--- config.mk ---
export PLATFORM = sky130hd
export DESIGN_NAME = cache_rd_arbiter
export DESIGN_NICKNAME = d
export VERILOG_FILES = /design/src/rtl/cache_rd_arbiter_pkg.sv /design/src/rtl/cache_rd_arbiter.sv
export SDC_FILE = /design/constraint.sdc
export NUM_CORES = 1
export LEC_CHECK = 0
export CAP_MARGIN = 30
export CORE_ASPECT_RATIO = 1.1
export CORE_UTILIZATION = 35
export CTS_BUF_LIST = sky130_fd_sc_hd__clkbuf_4
export DETAILED_ROUTE_END_ITERATION = 8
export PLACE_DENSITY = 0.87
export RECOVER_POWER = 25
export SETUP_SLACK_MARGIN = 0.5
export SYNTH_ARGS = -nofsm -noshare
export SYNTH_HDL_FRONTEND = slang
export SYNTH_SLANG_ARGS = --single-unit
--- constraint.sdc ---
create_clock -name clk -period 2.88 [get_ports clk]
set_input_delay 0.864 -clock clk [delete_from_list [all_inputs] [get_ports clk]]
set_output_delay 0.864 -clock clk [all_outputs]
set_load 0.02 [all_outputs]
--- src/rtl/cache_rd_arbiter_pkg.sv ---
`default_nettype none
// ============================================================================
// Module      : cache_rd_arbiter_pkg
// Description : Shared types and constants for the cache read arbiter
//               (FSM state encoding, AXI ARID values, AXI ARSIZE for a word).
// Revision    : 1.0 - initial release
// ============================================================================
package cache_rd_arbiter_pkg;

    // Arbiter FSM: idle / address phase / data phase
    typedef enum logic [1:0] {
        IDLE = 2'd0,
        AR   = 2'd1,
        R    = 2'd2
    } state_t;

    localparam logic [3:0] ARID_IC     = 4'd0;
    localparam logic [3:0] ARID_DC     = 4'd1;
    localparam logic [2:0] ARSIZE_WORD = 3'b010;

endpackage : cache_rd_arbiter_pkg
`default_nettype wire

--- src/rtl/cache_rd_arbiter.sv ---
`default_nettype none
// ============================================================================
// Module      : cache_rd_arbiter
// Description : Shares one AXI AR/R channel pair between the iCache refill
//               port and the dCache refill/uncached port. One outstanding
//               transaction; R beats are steered back to the owner and the
//               bus is released on rlast. bus_err is a sticky protocol flag.
// Config      : CACHE_RD_RR_EN - defined: round-robin priority flipping to
//               the non-owner after each completed transaction; undefined:
//               fixed priority with the dCache always winning.
// Revision    : 1.0 - initial release
// ============================================================================
module cache_rd_arbiter
    import cache_rd_arbiter_pkg::*;
#(
    parameter int LINE_BEATS = 8,
    parameter int ADDR_W     = 32,
    parameter int DATA_W     = 32
) (
    input  logic              clk,
    input  logic              resetn,
    // iCache side
    input  logic              ic_rd_req,
    input  logic [ADDR_W-1:0] ic_rd_addr,
    output logic              ic_rd_gnt,
    output logic              ic_ret_valid,
    output logic              ic_ret_last,
    // dCache side
    input  logic              dc_rd_req,
    input  logic [ADDR_W-1:0] dc_rd_addr,
    input  logic              dc_rd_uc,
    output logic              dc_rd_gnt,
    output logic              dc_ret_valid,
    output logic              dc_ret_last,
    output logic [DATA_W-1:0] ret_data,
    // AXI AR channel
    output logic [3:0]        arid,
    output logic [ADDR_W-1:0] araddr,
    output logic [7:0]        arlen,
    output logic [2:0]        arsize,
    output logic              arvalid,
    input  logic              arready,
    // AXI R channel
    input  logic [3:0]        rid,
    input  logic [DATA_W-1:0] rdata,
    input  logic              rlast,
    input  logic              rvalid,
    output logic              rready,
    // Status
    output logic              bus_err
);

    localparam int         CNT_W     = $clog2(LINE_BEATS) + 1;
    localparam logic [7:0] C_LINE_LEN = 8'(LINE_BEATS - 1);

    state_t              r_state;
    state_t              w_state_nxt;
    logic                r_owner_dc;
    logic [3:0]          r_arid;
    logic [ADDR_W-1:0]   r_araddr;
    logic [7:0]          r_arlen;
    logic [CNT_W-1:0]    r_beat_cnt;
    logic                r_bus_err;

    logic                w_any_req;
    logic                w_prio_dc;
    logic                w_sel_dc;
    logic                w_beat;
    logic                w_done;
    logic                w_exp_last;

`ifdef CACHE_RD_RR_EN
    logic                r_prio_dc;

    // Priority pointer moves to the non-owner each time a burst completes
    always_ff @(posedge clk or negedge resetn) begin
        if (!resetn) begin
            r_prio_dc <= 1'b1;
        end else if (w_done) begin
            r_prio_dc <= ~r_owner_dc;
        end
    end

    assign w_prio_dc = r_prio_dc;
`else
    assign w_prio_dc = 1'b1;
`endif

    assign w_any_req  = ic_rd_req | dc_rd_req;
    assign w_sel_dc   = dc_rd_req & (~ic_rd_req | w_prio_dc);
    assign w_beat     = (r_state == R) & rvalid;
    assign w_done     = w_beat & rlast;
    // The beat being accepted is the last expected one when the count of
    // beats already seen equals arlen
    assign w_exp_last = (8'(r_beat_cnt) == r_arlen);

    // State register
    always_ff @(posedge clk or negedge resetn) begin
        if (!resetn) begin
            r_state <= IDLE;
        end else begin
            r_state <= w_state_nxt;
        end
    end

    // Next-state logic: one transaction at a time, no re-arbitration on rlast
    always_comb begin
        w_state_nxt = r_state;
        case (r_state)
            IDLE:    if (w_any_req) w_state_nxt = AR;
            AR:      if (arready)   w_state_nxt = R;
            R:       if (rlast & rvalid) w_state_nxt = IDLE;
            default: w_state_nxt = IDLE;
        endcase
    end

    // Latch owner and AR fields when leaving IDLE; held stable through AR
    always_ff @(posedge clk or negedge resetn) begin
        if (!resetn) begin
            r_owner_dc <= 1'b0;
            r_arid     <= ARID_IC;
            r_araddr   <= '0;
            r_arlen    <= '0;
        end else if ((r_state == IDLE) && w_any_req) begin
            r_owner_dc <= w_sel_dc;
            r_arid     <= w_sel_dc ? ARID_DC : ARID_IC;
            r_araddr   <= w_sel_dc ? dc_rd_addr : ic_rd_addr;
            r_arlen    <= (w_sel_dc && dc_rd_uc) ? 8'd0 : C_LINE_LEN;
        end
    end

    // Beat counter: clears on rlast, saturates on over-long bursts
    always_ff @(posedge clk or negedge resetn) begin
        if (!resetn) begin
            r_beat_cnt <= '0;
        end else if (w_done) begin
            r_beat_cnt <= '0;
        end else if (w_beat && (r_beat_cnt != {CNT_W{1'b1}})) begin
            r_beat_cnt <= r_beat_cnt + 1'b1;
        end
    end

    // Sticky protocol error: rlast misplaced or response ID not the owner's
    always_ff @(posedge clk or negedge resetn) begin
        if (!resetn) begin
            r_bus_err <= 1'b0;
        end else if (w_beat && ((rlast != w_exp_last) || (rid != r_arid))) begin
            r_bus_err <= 1'b1;
        end
    end

    assign arvalid      = (r_state == AR);
    assign arid         = r_arid;
    assign araddr       = r_araddr;
    assign arlen        = r_arlen;
    assign arsize       = ARSIZE_WORD;
    assign rready       = (r_state == R);

    assign ic_rd_gnt    = arvalid & arready & ~r_owner_dc;
    assign dc_rd_gnt    = arvalid & arready &  r_owner_dc;
    assign ic_ret_valid = w_beat & ~r_owner_dc;
    assign dc_ret_valid = w_beat &  r_owner_dc;
    assign ic_ret_last  = w_done & ~r_owner_dc;
    assign dc_ret_last  = w_done &  r_owner_dc;
    assign ret_data     = rdata;
    assign bus_err      = r_bus_err;

endmodule : cache_rd_arbiter
`default_nettype wire

======== Yosys cells after proc, flatten, opt, wreduce, memory -nomap -nowiden ========
Index checks and enable logic that the tools add are counted.
operators by class
  $add $sub $neg .......................... 1
  eq/ne operators ......................... 9
  muxes and demuxes ....................... 9
  bitwise gates (word level) .............. 12
  reductions and logical operators ........ 8
operators by type and width
  operator                                               count
  two-way mux 32 bit                                     1
  bitwise AND 1 bit                                      10
  == test 4 x 8 -> 1 bit                                 1
  two-way mux 4 bit                                      2
  two-way mux 2 bit                                      3
  case mux 2 bit (3 select lines)                        1
  adder 4 x 1 -> 4 bit, second input constant            1
  logical AND 1 bit                                      4
  inequality test 2 x 1 -> 1 bit, second input constant  2
  inequality test 4 bit                                  1
  inequality test 4 bit, second input constant           1
  two-way mux 3 bit                                      1
  AND reduction 3 bit                                    1
  == test 2 x 1 -> 1 bit, second input constant          1
  == test 2 bit, second input constant                   1
  logical NOT 2 bit                                      1
  inequality test 2 bit, second input constant           1
  nonzero test 2 bit                                     1
  logical OR 1 bit                                       1
  two-way mux 1 bit                                      1
  inequality test 1 bit                                  1
  inverter 1 bit                                         1
  OR 1 bit                                               1
storage, ports and cells
  flip-flop bits (word level) ............. 52
  input port bits ......................... 108
  output and inout bits ................... 88
  word-level logic and storage cells ...... 46

======== Logic depth before layout (Yosys ltp) ========
Gate-level depths: netlist of the first run.
  word-level depth ........................ 5
  gate-level depth with buffers ........... 6
  mapped depth without buffers ............ 5

======== Worst setup path after synthesis of the first run ========
No wires, ideal clock.
  path type ............................... input-to-output
  start ................................... input port rvalid
  end ..................................... output port ic_ret_last
  arrival time ............................ 1.665 ns
  data required time ...................... 2.016 ns
  setup slack ............................. 0.351 ns
  stages .................................. 4
  path buffers ............................ 1
  cell sequence ........................... and3b_1 > buf_4 > and2_1 > nor2b_1
between the ends
  word-level cells in the longest chain between the ends .. 3
RTL lines
  what               line                     text
  from (decl)        cache_rd_arbiter.sv:47   input logic rvalid,
  bitwise AND 1 bit  cache_rd_arbiter.sv:91   assign w_beat = (r_state == R) & rvalid;
  bitwise AND 1 bit  cache_rd_arbiter.sv:92   assign w_done = w_beat & rlast;
  bitwise AND 1 bit  cache_rd_arbiter.sv:163  assign ic_ret_last = w_done & ~r_owner_dc;
  to (decl)          cache_rd_arbiter.sv:27   output logic ic_ret_last,
Every way passes these cells.

======== Worst setup path in the final report of the first run ========
Same ends and word-level chain as after synthesis.

==> results of run 1 <==
kinds of logic after synthesis:
logic type / after synthesis
AOI/OAI and AO/OA: 39
muxes: 32
DFF: 41
and+or+nand+nor: 65
other: 2
xor gates and xnor gates: 4
adders and majority gates: 1
buffers and inverters: 59
layout by cell type (no fill, tap or decap), types with 4 or more instances in the layout:
cell / n
sky130_fd_sc_hd__clkdlybuf4s50_1: 106
sky130_fd_sc_hd__dfrtp_1: 40
sky130_fd_sc_hd__nor2_1: 39
sky130_fd_sc_hd__a21oi_1: 33
sky130_fd_sc_hd__mux2i_1: 32
sky130_fd_sc_hd__conb_1: 11
sky130_fd_sc_hd__nand2_1: 7
sky130_fd_sc_hd__clkbuf_4: 7
sky130_fd_sc_hd__buf_4: 7
sky130_fd_sc_hd__nand3_1: 4
sky130_fd_sc_hd__xor2_1: 4
sky130_fd_sc_hd__dlygate4sd2_1: 4
sky130_fd_sc_hd__buf_2: 4
worst min-delay path: stages (launching register included):
cell and delay (ns):
sky130_fd_sc_hd__dfrtp_1 0.36, sky130_fd_sc_hd__nor2_1 0.05, sky130_fd_sc_hd__a21oi_1 0.10
synth_stat cells (2+ instances only):
master | instances | area [um^2]
sky130_fd_sc_hd__a21oi_1 | 33 | 165
sky130_fd_sc_hd__clkbuf_1 | 2 | 7.51
sky130_fd_sc_hd__mux2i_1 | 32 | 320
sky130_fd_sc_hd__dfrtp_1 | 41 | 1030
sky130_fd_sc_hd__buf_4 | 47 | 353
sky130_fd_sc_hd__xor2_1 | 4 | 35.0
sky130_fd_sc_hd__nand3_1 | 4 | 20.0
sky130_fd_sc_hd__buf_2 | 9 | 45.0
sky130_fd_sc_hd__nor2b_1 | 4 | 25.0
sky130_fd_sc_hd__nor2_1 | 39 | 146
sky130_fd_sc_hd__nand2_1 | 7 | 26.3
sky130_fd_sc_hd__and2_1 | 2 | 12.5
sky130_fd_sc_hd__and3_1 | 2 | 12.5
sky130_fd_sc_hd__conb_1 | 2 | 7.51
final cells by class:
cell class | instances | area (um^2)
clock buffer | 6 | 45.0
clock inverter | 2 | 33.8
fill | 567 | 2890
inverter | 1 | 3.75
multi-input combinational | 152 | 931
sequential | 41 | 1030
tap | 80 | 100
timing repair buffer | 127 | 1240
what timing repair did:
| item | CTS | global route |
|---|---|---|
| resized for setup | 38 | 4 |
| buffers inserted | 0 | 1 |
| endpoints found under the setup margin | 9 | 4 |
| pin swaps | 1 | 0 |
how the worst min path moves through the flow:
stage | start | to | slack, ns | depth (start not counted)
5_1_grt | araddr[17] | araddr[17] | 0.57 | 2
3_3_place_gp | araddr[2] | araddr[2] | 0.51 | 2
6_report | araddr[1] | araddr[1] | 0.54 | 2
2_1_floorplan | r_beat_cnt[1] | r_beat_cnt[1] | 0.54 | 2
4_1_cts | araddr[2] | araddr[2] | 0.55 | 2
3_5_place_dp | araddr[30] | araddr[30] | 0.52 | 2
per-layer routing:
| layer | GRT usage | vias to the layer above |
|---|---|---|
| met4 | 0.0744 | 0 |
| met3 | 0.0670 | 18 |
| li1 | - | 927 |
| met5 | 0 | - |
| met2 | 0.295 | 95 |
| met1 | 0.164 | 890 |
power by group:
| group | internal (uW) | leakage, uW | switching, uW |
|---|---|---|---|
| Sequential | 849 | 0.000459 | 186 |
| Combinational | 782 | 0.000998 | 854 |
| Clock | 190 | 0.0000433 | 183 |
metrics by stage:
step / utilization / hold WS (ns) / setup TNS [ns]
finish: 0.540 / 0.541 / 0
global route: 0.540 / 0.567 / 0
CTS: 0.536 / 0.545 / 0
detailed placement: 0.528 / 0.517 / -1.57
global placement: 0.528 / 0.505 / -1.41
floorplan: - / 0.543 / 0
flip-flops by register name (all words and copies together) (netlist names):
signal	cells
araddr	32
r_beat_cnt	4
r_state	2
arlen	1
bus_err	1
r_owner_dc	1
==> impl_metrics.json, run 1 <==
{
  "reg2regPathDepth": 4,
  "clock-root-buffer": "sky130_fd_sc_hd__clkbuf_4",
  "layout_worst_path_cycle_share": 0.848,
  "hold_path_class": "register to register",
  "grt_setup_unrepaired": "true",
  "final_hold_viol_count": 0,
  "drt-initial-drc-count": 67,
  "r2r_start": "r_owner_dc",
  "timing.reg2reg.setup_slack_ns": 1.29,
  "synth_compound_gate_area_share": 0.0912,
  "worst_skew_pair.late_latency_ns": 0.34,
  "yosysUniqueCellTypes": 29,
  "post_synth_xor_area_fraction": 0.0151,
  "syn_inst": 243,
  "max_cap_violations": 0,
  "dp_hpwl_mm": 4.19,
  "crit_path_start_kind": "input pin",
  "final_net_count": 437,
  "maximum_single_stage_delay_on_the_critical_path_ns": 0.21,
  "post-route-min-period_ns": 2.44,
  "placement_rows": 30,
  "die_h_um": 87.4,
  "timing.max_slew.rel_slack": 0.401,
  "synth_seq_area_share": 0.442,
  "route.vias.total": 1930,
  "worst_setup_slack_before_clock_tree_synthesis_ns": -0.435,
  "cp_common_cell": "sky130_fd_sc_hd__buf_6",
  "synth_top_family_by_area": "buffers and inverters",
  "top_layer_used": "met4",
  "p_leak_uw": 0.00150,
  "cp-startpoint": "rvalid",
  "postSynth.asyncResetShare": 1.00,
  "share_of_layout_cells_above_drive_strength_1": 0.0942,
  "setup_viol": 0,
  "critical_path.cell_chain": "buf_6, and3b_2, and2_4, nor2b_4, buf_6",
  "timing.critical_path.required_ns": 2.02,
  "power_density_mw_per_mm2": 900,
  "place_congestion": 0.728,
  "synth-edff-count": 0,
  "final_critical_path_setup_slack_ns": 0.439,
  "floorplan.core_area_mm2": 0.00627,
  "portBuffers": 120,
  "worst_slew_pin_slew_ns": 0.899,
  "report.power.total_uw": 3040,
  "final_worst_clock_skew_ns": 0.0121,
  "vdd.ir_drop.worst_uv": 487,
  "cts_max_level": 2,
  "die_area_mm2": 0.00696,
  "area_growth_pct": 45.8,
  "worst-endpoint-arrival_ns": 1.58,
  "avgRoutedWirePerCell_um": 13.2,
  "yosys_most_used_dff": "sky130_fd_sc_hd__dfrtp_1",
  "cts_buffers": 5,
  "drt-met1-wl_mm": 1.95,
  "slew_viol_final": 0,
  "tritoncts": "built",
  "endpoint": "ic_ret_last",
  "clkSlewWorstSetupHoldPaths_ns": 0.12,
  "grt_first_pass_wirelength_mm": 8.73,
  "worst_path_dominant_cell_family": "simple AND/OR/NAND/NOR gates",
  "totalWireLength_mm": 5.42,
  "clockBufferDepth": 2,
  "synth-adder-area-share": 0.00539,
  "met3_wirelength_um": 529,
  "ant_nets": 0,
  "largest_net_degree_at_the_start_of_global_routing": 58,
  "run_status": "complete, no violations",
  "layout.cell_area.non_filler_mm2": 0.00338,
  "ys_seq_elements": 41,
  "crit_end_element": "primary output",
  "num_antenna_cells": 0,
  "post_dp_cell_area_mm2": 0.00331,
  "synth_area_mm2": 0.00232,
  "route.met2.wl_mm": 2.80,
  "postSynthAreaPerCell_um2": 9.55,
  "vias_in_the_first_global_route": 1946,
  "grt_residual_overflow": 0,
  "top_level_ports": 196,
  "firstDrtPassIters": 4,
  "critPathKind": "input pin to primary output",
  "cts_hold_buf": 0,
  "antenna_violations_before_repair": 0,
  "global_route.usage.total": 0.164,
  "fin_cells": 409,
  "synth_warnings": 0,
  "timing.critical_path.fanout_max": 5,
  "initial_core_util": 0.370,
  "cts.sink_count": 41,
  "critical_path_depth": 5,
  "worst-path-buf-inv": 2,
  "synth_simple_gate_area_share": 0.128,
  "post_synth_mux_area_share": 0.138,
  "placed_cells_incl_taps": 400,
  "crit_path_top_delay_cell": "sky130_fd_sc_hd__and3b_2",
  "detail_route.vias_per_cell": 4.72,
  "die_width_um": 79.6,
  "drc": 0,
  "r2r-end": "bus_err",
  "max_freq_mhz": 410
}
No activity file was read; power rests on OpenSTA's default activity.
==> run 2: changes to the inputs <==
--- a/config.mk
+++ b/config.mk
@@ -7,10 +7,10 @@
 export LEC_CHECK = 0
 export CAP_MARGIN = 30
 export CORE_ASPECT_RATIO = 1.1
-export CORE_UTILIZATION = 35
+export CORE_UTILIZATION = 33
 export CTS_BUF_LIST = sky130_fd_sc_hd__clkbuf_4
 export DETAILED_ROUTE_END_ITERATION = 8
-export PLACE_DENSITY = 0.87
+export PLACE_DENSITY = 0.83
 export RECOVER_POWER = 25
 export SETUP_SLACK_MARGIN = 0.5
 export SYNTH_ARGS = -nofsm -noshare
==> constraint.sdc (replaced) <==
create_clock -name clk -period 2.56 [get_ports clk]
set_input_delay 0.768 -clock clk [delete_from_list [all_inputs] [get_ports clk]]
set_output_delay 0.768 -clock clk [all_outputs]
set_load 0.02 [all_outputs]
==> run 2 against run 1 <==
Clock-buffer cell count is 1 lower. Register-to-register slack worse by 0.43 ns. Die area grew 5.9%. Worst setup slack worse by 0.15 ns. Design area shrank 0.44%. Non-clock buffer count increased by 7. Power increased by 3.3%. Sequential cell count unchanged. Clock skew fell by 0.0082 ns. Largest cell class unchanged. Highest routed layer unchanged.
==> impl_metrics.json, run 2 (synthesis gave the netlist of run 1 again) <==
{
  "run_status": "complete, no violations",
  "worst_hold_slack_across_all_endpoints_ns": 0.532,
  "p_leak_uw": 0.00152,
  "drt-initial-drc-count": 47,
  "final_hold_viol_count": 0,
  "portBuffers": 120,
  "finalCoreUtilization": 0.505,
  "clockBufferDepth": 2,
  "layout.cell_area.non_filler_mm2": 0.00337,
  "avgRoutedWirePerCell_um": 13.0,
  "crit_end_element": "primary output",
  "final_critical_path_setup_slack_ns": 0.293,
  "cts_buffers": 5,
  "area_growth_pct": 45.2,
  "hold_path_class": "register to register",
  "vias_in_the_first_global_route": 1880,
  "met3_wirelength_um": 561,
  "place_congestion": 0.661,
  "top_layer_used": "met4",
  "cts.sink_count": 41,
  "vdd.ir_drop.worst_uv": 576,
  "tritoncts": "built",
  "crit_path_start_kind": "input pin",
  "final_worst_clock_skew_ns": 0.00387,
  "grt_first_pass_wirelength_mm": 8.38,
  "clkSlewWorstSetupHoldPaths_ns": 0.12,
  "most-common-layout-cells": "sky130_fd_sc_hd__clkdlybuf4s50_1 (70), sky130_fd_sc_hd__dfrtp_1 (40), sky130_fd_sc_hd__nor2_1 (39), sky130_fd_sc_hd__dlygate4sd2_1 (39), sky130_fd_sc_hd__a21oi_1 (33)",
  "timing.reg2reg.setup_slack_ns": 0.86,
  "final_net_count": 444,
  "route.met2.wl_mm": 2.72,
  "dp_hpwl_mm": 4.02,
  "worst_slew_pin_slew_ns": 1.03,
  "initial_core_util": 0.348,
  "worst_setup_slack_before_clock_tree_synthesis_ns": -0.633,
  "placed_cells_incl_taps": 406,
  "fill_cells": 640,
  "slew_viol_final": 0,
  "firstDrtPassIters": 4,
  "layout_worst_path_cycle_share": 0.886,
  "num_antenna_cells": 0,
  "power_density_mw_per_mm2": 933,
  "die_area_mm2": 0.00737,
  "post-route-min-period_ns": 2.27,
  "timing.critical_path.required_ns": 1.79,
  "worst-endpoint-arrival_ns": 1.50,
  "layout.cells.most_common": "sky130_fd_sc_hd__clkdlybuf4s50_1",
  "cts_max_level": 2,
  "largest_register_ffs": 32,
  "share_of_layout_cells_above_drive_strength_1": 0.128,
  "clock-root-buffer": "sky130_fd_sc_hd__clkbuf_4",
  "drt-met1-wl_mm": 2.08,
  "hold-path-cell-count": 2,
  "placement_rows": 31,
  "worst_skew_pair.late_latency_ns": 0.34,
  "critPathKind": "input pin to primary output",
  "route.vias.total": 1921,
  "post_dp_cell_area_mm2": 0.00333,
  "die_width_um": 81.9,
  "timing.max_slew.rel_slack": 0.313,
  "grt_setup_unrepaired": "true",
  "timing.critical_path.fanout_max": 5,
  "setup_viol": 0,
  "largest_net_degree_at_the_start_of_global_routing": 42,
  "global_route.usage.total": 0.149,
  "totalWireLength_mm": 5.45,
  "grt_residual_overflow": 0,
  "detail_route.vias_per_cell": 4.60,
  "drc": 0,
  "top_level_ports": 196,
  "die_h_um": 89.9,
  "fin_cells": 418,
  "floorplan.core_area_mm2": 0.00667,
  "ant_nets": 0,
  "antenna_violations_before_repair": 0,
  "reg2regPathDepth": 5,
  "max_freq_mhz": 441,
  "max_cap_violations": 0
}
run 2: layout make-up:
cell class	count	area, um^2	share of cell area
clock buffer	5	37.5	0.0111
inverter	1	3.75	0.00111
sequential	41	1030	0.305
timing repair buffer	134	1240	0.368
multi-input combinational	152	940	0.279
tap	82	103	0.0305
clock inverter	3	17.5	0.00520
run 2: what timing repair did:
action	in CTS	in global routing
setup buffers	1	3
hold buffers	0	0
gates resized for setup	84	2
pin swaps	2	2
hold endpoints to repair	0	0
endpoints found under the setup margin	45	9
run 2: path summary, 6_finish.rpt:
| path | start | endpoint |
|---|---|---|
| max | rvalid | dc_ret_valid |
| min | araddr[22] | araddr[22] |
| max reg2reg | r_owner_dc | bus_err |
| min reg2reg | araddr[22] | araddr[22] |
| max in group asynchronous | resetn | r_owner_dc |
| min in group asynchronous | resetn | bus_err |
run 2: per-stage QoR:
stage                     power, uW  setup TNS [ns]
after global routing           3380               0
final                          3140               0
after detailed placement       3030           -2.80
after CTS                      3170               0
after floorplan                2240               0
after global placement         2980           -2.61
run 2: per-layer routing:
metal	GRT usage	up-vias
met5	0	-
met1	0.150	869
met3	0.0640	8
met4	0.0614	0
met2	0.259	98
li1	-	946
run 2: power by group:
group	internal [uW]	switching, uW	total (uW)
Clock	104	211	315
Combinational	706	978	1680
Sequential	954	189	1140
run 2: critical path: stages:
cell and delay (ns):
sky130_fd_sc_hd__buf_6 0.09, sky130_fd_sc_hd__and3b_2 0.24, sky130_fd_sc_hd__buf_6 0.12, sky130_fd_sc_hd__and2_1 0.15, sky130_fd_sc_hd__buf_6 0.13
==> run 3: changes to the inputs <==
--- a/config.mk
+++ b/config.mk
@@ -7,6 +7,7 @@
 export LEC_CHECK = 0
 export CAP_MARGIN = 30
 export CORE_ASPECT_RATIO = 1.1
+export CORE_MARGIN = 5
 export CORE_UTILIZATION = 33
 export CTS_BUF_LIST = sky130_fd_sc_hd__clkbuf_4
 export DETAILED_ROUTE_END_ITERATION = 8
==> run 3 against run 2 <==
Critical path depth unchanged. Register-to-register slack improved by 0.16 ns. Utilization decreased by 1.5 points. Clock power increased by 34%. Largest cell class unchanged. Largest power group unchanged.
==> impl_metrics.json, run 3 (synthesis gave the netlist of run 1 again) <==
{
  "power_density_mw_per_mm2": 954,
  "timing.max_slew.rel_slack": 0.340,
  "largest_register_ffs": 32,
  "slew_viol_final": 0,
  "timing.critical_path.required_ns": 1.79,
  "avgRoutedWirePerCell_um": 13.8,
  "num_antenna_cells": 0,
  "maximum_single_stage_delay_on_the_critical_path_ns": 0.23,
  "worst-path-buf-inv": 3,
  "hold_path_class": "input pin to asynchronous set/reset pin",
  "cp-startpoint": "rvalid",
  "worst_path_dominant_cell_family": "simple AND/OR/NAND/NOR gates",
  "final_worst_clock_skew_ns": 0.0152,
  "worst-endpoint-arrival_ns": 1.49,
  "worst_skew_pair.late_latency_ns": 0.34,
  "antenna_violations_before_repair": 0,
  "run_status": "complete, no violations",
  "r2r_start": "r_owner_dc",
  "setup_total_negative_slack_ns": 0,
  "clkSlewWorstSetupHoldPaths_ns": 0.13,
  "initial_core_util": 0.335,
  "area_growth_pct": 46.3,
  "route.vias.total": 1890,
  "most-common-layout-cells": "sky130_fd_sc_hd__clkdlybuf4s50_1 (70), sky130_fd_sc_hd__dfrtp_1 (40), sky130_fd_sc_hd__nor2_1 (39), sky130_fd_sc_hd__dlygate4sd2_1 (38), sky130_fd_sc_hd__a21oi_1 (33)",
  "clock-root-buffer": "sky130_fd_sc_hd__clkbuf_4",
  "totalWireLength_mm": 5.76,
  "max_freq_mhz": 443,
  "crit_path_start_kind": "input pin",
  "die_h_um": 97.9,
  "clockBufferDepth": 2,
  "final_hold_viol_count": 0,
  "die_width_um": 89.9,
  "cts.sink_count": 41,
  "final_net_count": 439,
  "critical_path_depth": 5,
  "die_area_mm2": 0.00881,
  "cp_common_cell": "sky130_fd_sc_hd__buf_6",
  "timing.reg2reg.setup_slack_ns": 1.02,
  "layout_worst_path_cycle_share": 0.882,
  "place_congestion": 0.739,
  "detail_route.vias_per_cell": 4.54,
  "tritoncts": "built",
  "drc": 0,
  "p_leak_uw": 0.00151,
  "crit_end_element": "primary output",
  "top_level_ports": 196,
  "floorplan.core_area_mm2": 0.00693,
  "reg2regPathDepth": 4,
  "firstDrtPassIters": 4,
  "post_cts.repair.setup_buffers": 0,
  "vdd.ir_drop.worst_uv": 701,
  "worst_slew_pin_slew_ns": 0.990,
  "cts_max_level": 2,
  "dp_hpwl_mm": 4.47,
  "grt_setup_unrepaired": "true",
  "drt-initial-drc-count": 43,
  "setup_viol": 0,
  "max_cap_violations": 0,
  "post-route-min-period_ns": 2.26,
  "vias_in_the_first_global_route": 1975,
  "timing.critical_path.fanout_max": 4,
  "cts_hold_buf": 0,
  "ant_nets": 0,
  "critPathKind": "input pin to primary output",
  "share_of_layout_cells_above_drive_strength_1": 0.115,
  "cts_buffers": 5,
  "portBuffers": 120,
  "r2r-end": "bus_err",
  "global_route.usage.total": 0.129,
  "layout.cells.most_common": "sky130_fd_sc_hd__clkdlybuf4s50_1",
  "grt_residual_overflow": 0,
  "grt_first_pass_wirelength_mm": 9.40,
  "largest_net_degree_at_the_start_of_global_routing": 67,
  "crit_path_top_delay_cell": "sky130_fd_sc_hd__and3b_2",
  "critical_path.cell_chain": "buf_6, and3b_2, buf_6, nor2b_2, buf_6",
  "placement_rows": 32,
  "finalCoreUtilization": 0.490
}
run 3: worst max-delay path by stage:
stage,end,slack (ns)
after floorplan,ic_ret_last,0.42
after global placement,ic_ret_last,-0.57
after detailed placement,ic_ret_last,-0.59
after CTS,ic_ret_valid,0.30
after global routing,ic_ret_last,0.26
final,ic_ret_valid,0.30
run 3: final cells by class:
class	count	area, um^2
Sequential cell	41	1030
Multi-Input combinational cell	152	940
Inverter	1	3.75
Fill cell	669	3530
Clock inverter	3	41.3
Tap cell	85	106
Timing Repair Buffer	129	1240
Clock buffer	5	37.5
run 3: stage by stage:
step                      instances  area, um^2  setup WS [ns]  total power [uW]  hold slack (ns)
after floorplan                 252        2370          0.421              2240            0.472
after global placement          407        3350         -0.570              3010            0.504
after detailed placement        407        3350         -0.590              3070            0.515
after CTS                       415        3390          0.302              3300            0.543
after global routing            416        3390          0.257              3490            0.128
final                           416        3390          0.302              3240            0.175
run 3: report_power, final:
group / switching [uW] / internal, uW
sequential: 201 / 954
clock: 218 / 202
combinational: 958 / 703
total: 1380 / 1860
run 3: worst reg2reg max path, cell delays in order, from the launching register on:
cell and delay, ns:
sky130_fd_sc_hd__dfrtp_2 0.51, sky130_fd_sc_hd__xor2_1 0.18, sky130_fd_sc_hd__or4_1 0.43, sky130_fd_sc_hd__nor3b_1 0.21
sky130_fd_sc_hd__a211oi_1 0.10
run 3: timing repair:
action / CTS / global route
resized for setup: 90 / 1
setup endpoints to repair: 45 / 8
pin swaps: 1 / 0
run 3: routing by layer:
metal / GRT usage / vias up / routed length (um)
li1: - / 933 / -
met1: 0.137 / 853 / 2090
met2: 0.224 / 92 / 2860
met3: 0.0632 / 12 / 708
met4: 0.0412 / 0 / 108
met5: 0 / - / 0
